<file path="src/rtl/sprite_rom_arbiter_pkg.sv">
// sprite_rom_arbiter_pkg: shared FSM states, defaults and the requester address unpack helper
package sprite_rom_arbiter_pkg;
  typedef enum logic [1:0] {IDLE, LO, HI} state_t;
  localparam int NREQ_DEF = 4;
  localparam int ROW_BYTES = 2;
  localparam int ADDR_BUS_MAX = 128;
  function automatic logic [15:0] unpack_addr(input logic [ADDR_BUS_MAX-1:0] bus, input int idx, input int aw);
    return 16'((bus >> (idx * aw)) & ((ADDR_BUS_MAX'(1) << aw) - ADDR_BUS_MAX'(1)));
  endfunction
endpackage

</file>
<file path="src/rtl/sprite_rom_arbiter_rr_priority_picker.sv">
// rr_priority_picker: first set mask bit at or after ptr, wrapping N-1 -> 0
module rr_priority_picker #(
  parameter int N = 4,
  parameter int IW = 2
) (
  input  logic [N-1:0]  i_mask,
  input  logic [IW-1:0] i_ptr,
  output logic [N-1:0]  o_winner,
  output logic [IW-1:0] o_index,
  output logic          o_any
);
  // Walk from the farthest candidate back to ptr so the nearest one wins last
  always_comb begin
    o_winner = '0;
    o_index = '0;
    o_any = 1'b0;
    for (int k = N - 1; k >= 0; k--) begin
      if (i_mask[(int'(i_ptr) + k) % N]) begin
        o_winner = '0;
        o_winner[(int'(i_ptr) + k) % N] = 1'b1;
        o_index = IW'((int'(i_ptr) + k) % N);
        o_any = 1'b1;
      end
    end
  end
endmodule

</file>
<file path="src/rtl/sprite_rom_arbiter.sv">
// sprite_rom_arbiter: round-robin sharing of one combinational bitmap ROM,
// fetching a 16-pixel row as a low/high byte pair per grant.
module sprite_rom_arbiter
  import sprite_rom_arbiter_pkg::*;
#(
  parameter int NREQ = NREQ_DEF,
  parameter int AW = 8
) (
  input  logic                   clk,
  input  logic                   reset,
  input  logic [NREQ-1:0]        req,
  input  logic [NREQ*AW-1:0]     req_addr,
  output logic [NREQ-1:0]        grant,
  output logic [NREQ-1:0]        done,
  output logic [8*ROW_BYTES-1:0] row,
  output logic [AW-1:0]          rom_addr,
  input  logic [7:0]             rom_bits,
  output logic                   busy
);
  localparam int IW = $clog2(NREQ);
  state_t r_state, w_next;
  logic [IW-1:0] r_rr_ptr, r_win, w_idx;
  logic [NREQ-1:0] r_done, w_mask, w_winner;
  logic w_any, w_take;
  logic [7:0] r_lo;
  logic [8*ROW_BYTES-1:0] r_row;
  logic [AW-1:0] r_rom_addr, w_sel_addr, w_base;
  // A requester still seeing its done strobe sits out this arbitration
  assign w_mask = req & ~r_done;
  rr_priority_picker #(.N(NREQ), .IW(IW)) u_pick (
    .i_mask(w_mask),
    .i_ptr(r_rr_ptr),
    .o_winner(w_winner),
    .o_index(w_idx),
    .o_any(w_any)
  );
  assign w_sel_addr = AW'(unpack_addr(ADDR_BUS_MAX'(req_addr), int'(w_idx), AW));
  assign w_base = w_sel_addr & ~AW'(1);
  assign w_take = (r_state == IDLE) && w_any;
  assign grant = (reset && r_state == IDLE) ? w_winner : '0;
  assign done = r_done;
  assign row = r_row;
  assign rom_addr = r_rom_addr;
  assign busy = r_state != IDLE;
  always_comb begin
    w_next = r_state;
    w_next = (r_state == IDLE) ? (w_any ? LO : IDLE) : (r_state == LO) ? HI : IDLE;
  end
  always_ff @(posedge clk or negedge reset) begin
    if (!reset) begin
      r_state <= IDLE;
      r_rr_ptr <= '0;
      r_win <= '0;
      r_done <= '0;
      r_lo <= '0;
      r_row <= '0;
      r_rom_addr <= '0;
    end else begin
      r_state <= w_next;
      r_done <= (r_state == HI) ? NREQ'(1) << r_win : '0;
      if (w_take) begin
        r_win <= w_idx;
        r_rom_addr <= w_base;
      end
      if (r_state == LO) begin
        r_lo <= rom_bits;
        r_rom_addr <= r_rom_addr | AW'(1);
      end
      if (r_state == HI) begin
        r_row <= {rom_bits, r_lo};
        r_rr_ptr <= (r_win == IW'(NREQ - 1)) ? '0 : r_win + 1'b1;
      end
    end
  end
endmodule

</file>
<file path="config.mk">
export PLATFORM = sky130hd
export DESIGN_NAME = sprite_rom_arbiter
export DESIGN_NICKNAME = d
export VERILOG_FILES = /design/src/rtl/sprite_rom_arbiter_pkg.sv /design/src/rtl/sprite_rom_arbiter_rr_priority_picker.sv /design/src/rtl/sprite_rom_arbiter.sv
export SDC_FILE = /design/constraint.sdc
export NUM_CORES = 1
export LEC_CHECK = 0
export ABC_AREA = 1
export CORE_MARGIN = 1
export CORE_UTILIZATION = 42
export CTS_CLUSTER_SIZE = 10
export DETAILED_ROUTE_END_ITERATION = 6
export PLACE_DENSITY = 0.76
export SYNTH_ARGS = -nofsm -noshare
export SYNTH_HDL_FRONTEND = slang
export SYNTH_SLANG_ARGS = --single-unit
</file>
<file path="constraint.sdc">
create_clock -name clk -period 2 [get_ports clk]
set_input_delay 0.2 -clock clk [delete_from_list [all_inputs] [get_ports clk]]
set_output_delay 0.2 -clock clk [all_outputs]
set_load 0.02 [all_outputs]
</file>
==> metrics.yaml <==
power:
  leakage_nw: 2.00
  total_power_w: 0.00786
  powerDensity_nw_per_um2: 1980
  ir_worst_vdd_uv: 1190
sta:
  fin_setup_tns_ps: -340
  skew_ps: 9.21
  setup_ws_ps: -67.9
  setup_violations: 8
  finalHoldViolCount: 13
  rsz0062_at_grt: "yes"
  max_freq_mhz: 484
  slew_violations: 0
  relSlewSlack: 0.653
  tightestPinTransition_ps: 520
  fin_crit_ps: 2070
  fin_crit_sh: 1.03
  whs_ps: -3.78
clock_network:
  clk_pin_slew_ps: 80
  numCtsBuffers: 5
  root_buffer: "clkbuf_8"
  cts_buffer_depth: 2
  tritoncts: "built"
  cts_hold_buf: 0
  cts_max_level: 2
  clock_latency_ps: 290
  clock-sinks: 42
grt:
  antenna_found_initial: 0
  grt_pass1_vias: 2355
  globalRouteOverflowTotal: 0
  grt_usage: 0.209
  grt_pass1_wl_mm: 10.4
  grt_max_degree: 43
placement:
  preCtsSetupSlack_ps: -456
  place_area_um2: 3500
  hpwl_mm: 4.56
  gp_congestion: 0.845
  port_buffers: 74
flow_run:
  drv_cap: 0
detailed_routing:
  wire_per_inst_um: 13.2
  postRouteAntennaNets: 0
  drc: 0
  drt_first_pass_iters: 4
  num_vias: 2470
  drt-initial-drc-count: 69
  wl_mm: 6.67
  viasPerCell: 4.88
synth:
  synth-seq-cells: 42
  synth_area_um2: 2510
  synth_commonest_cells: "94 x nand2_1, 54 x inv_1, 42 x dfrtp_1"
  yosysMostFrequentCell: "nand2_1"
  synth_edf_count: 0
  synth_cell_types: 24
  ys_seq_area_frac: 0.419
  ys_warn_count: 0
  synthesis.nets: 377
  synth_cells: 321
  synth.avg_cell_area_um2: 7.82
  async_reset_ff_frac: 1.00
  synth.largest_area_cell: "dfrtp_1"
  synthTopCellsByArea: "dfrtp_1 42%, nand2_1 14%, inv_1 8.1%"
  synth_top_area_frac: 0.419
  ys.flop_type: "dfrtp_1"
floorplan:
  start_util: 0.445
  fp.dieW_um: 79.3
  fp.dieH_um: 79.3
  die_area_um2: 6290
  core_area_um2: 5640
  rows: 27
  ios: 79
layout:
  drive_above_1_share: 0.283
  diodes: 0
  multi_input_area_um2: 1430
  area_delta_synth_final_pct: 58.6
  design_area_um2: 3980
  ff_latch_area_um2: 1050
  nNetsFinal: 489
  filler_cell_count: 432
setup_path:
  crit_type: "flip-flop to output port"
  startpoint_type: "flip-flop"
  worstPathMaxFanout: 5
  cp-end-kind: "output port"
  critPathArrivalTime_ps: 1870
  crit_required_ps: 1800
run_status:
  violations: "negative hold slack, negative setup slack"
  outcome: "complete, but fails checks"
min_path:
  worstHoldPathType: "input port to async pin"
## kinds of logic after synthesis
kind of cell / Yosys count / synth area share
AOI/OAI and AO/OA: 36 / 0.0793
adders and majority gates: 10 / 0.0499
buffers and inverters: 65 / 0.108
DFF: 42 / 0.419
and+or+nand+nor: 168 / 0.344
## cell usage in the layout (no fill, tap or decap), types with 2 or more instances in the layout
master / count
a21oi_1: 3
a21oi_2: 4
buf_4: 29
buf_6: 10
clkbuf_8: 5
clkdlybuf4s50_1: 69
clkinv_2: 2
dfrtp_1: 41
ha_1: 8
inv_1: 51
inv_2: 5
inv_8: 2
nand2_1: 80
nand2_2: 12
nand2_4: 16
nand2_8: 2
nand3_1: 23
nand3_2: 14
nand3_4: 7
nand4_1: 2
nor2_1: 8
o21ai_0: 22
o21ai_2: 4
or2_0: 2
## per-stage QoR
step,std cells,util
after floorplan,321,-
after global placement,486,0.620
after detailed placement,486,0.620
after CTS,500,0.667
after global routing,506,0.705
final,506,0.705
## power by group
group	switching, W	internal, W
Clock	0.000282	0.000367
Combinational	0.00322	0.00252
Sequential	0.000219	0.00126
## path summary, 6_finish.rpt
check	depth (start not counted)	slack, ps	endpoint	start
min in group clk	2	480	row[6]$_DFFE_PN0P_	r_lo[6]$_DFFE_PN0P_
max in group asynchronous	2	1630	r_rr_ptr[0]$_DFFE_PN0P_	reset
worst min-delay path	2	-4	r_state[1]$_DFF_PN0_	reset
worst max register to register	17	-70	rom_addr[7]$_DFFE_PN0P_	r_rr_ptr[0]$_DFFE_PN0P_
worst max-delay path	11	-70	grant[1]	r_rr_ptr[0]$_DFFE_PN0P_
worst min register to register	2	480	row[6]$_DFFE_PN0P_	r_lo[6]$_DFFE_PN0P_
## what timing repair did
| item | CTS | global route |
|---|---|---|
| setup buffers | 7 | 5 |
| pin swaps | 12 | 21 |
| endpoints found under the setup margin | 11 | 13 |
| hold endpoints to repair | 0 | 0 |
| cloned | 0 | 1 |
| gates resized for setup | 54 | 38 |
## state kept, by name (all words and copies together), names as in the netlist
signal	cells
done	4
r_lo	8
r_rr_ptr	2
r_state	2
r_win	2
rom_addr	8
row	16
## critical path: stages (launching register included)
cell and delay [ps]:
dfrtp_2 450, inv_8 70, ha_4 210, inv_2 70, nand3_2 80, nand2_4 120
inv_2 60, a21oi_1 120, nand2_1 80, o21ai_2 70, a21oi_2 60, buf_4 160
## routing by layer
metal	vias to the layer above	track usage	part of all wire
met1	1149	0.260	0.42
met2	87	0.362	0.51
met3	14	0.0368	0.045
met5	-	0	0
li1	1220	-	-
met4	0	0.0745	0.019
## final cells by class
type | instances | share of cell area
inverters | 58 | 0.0585
well taps | 72 | 0.0226
clock buffers | 5 | 0.0173
repair buffers | 111 | 0.267
flip-flops and latches | 42 | 0.265
multi-input cells | 215 | 0.360
clock inverters | 3 | 0.0101
Power figures use the tool's default switching activity.
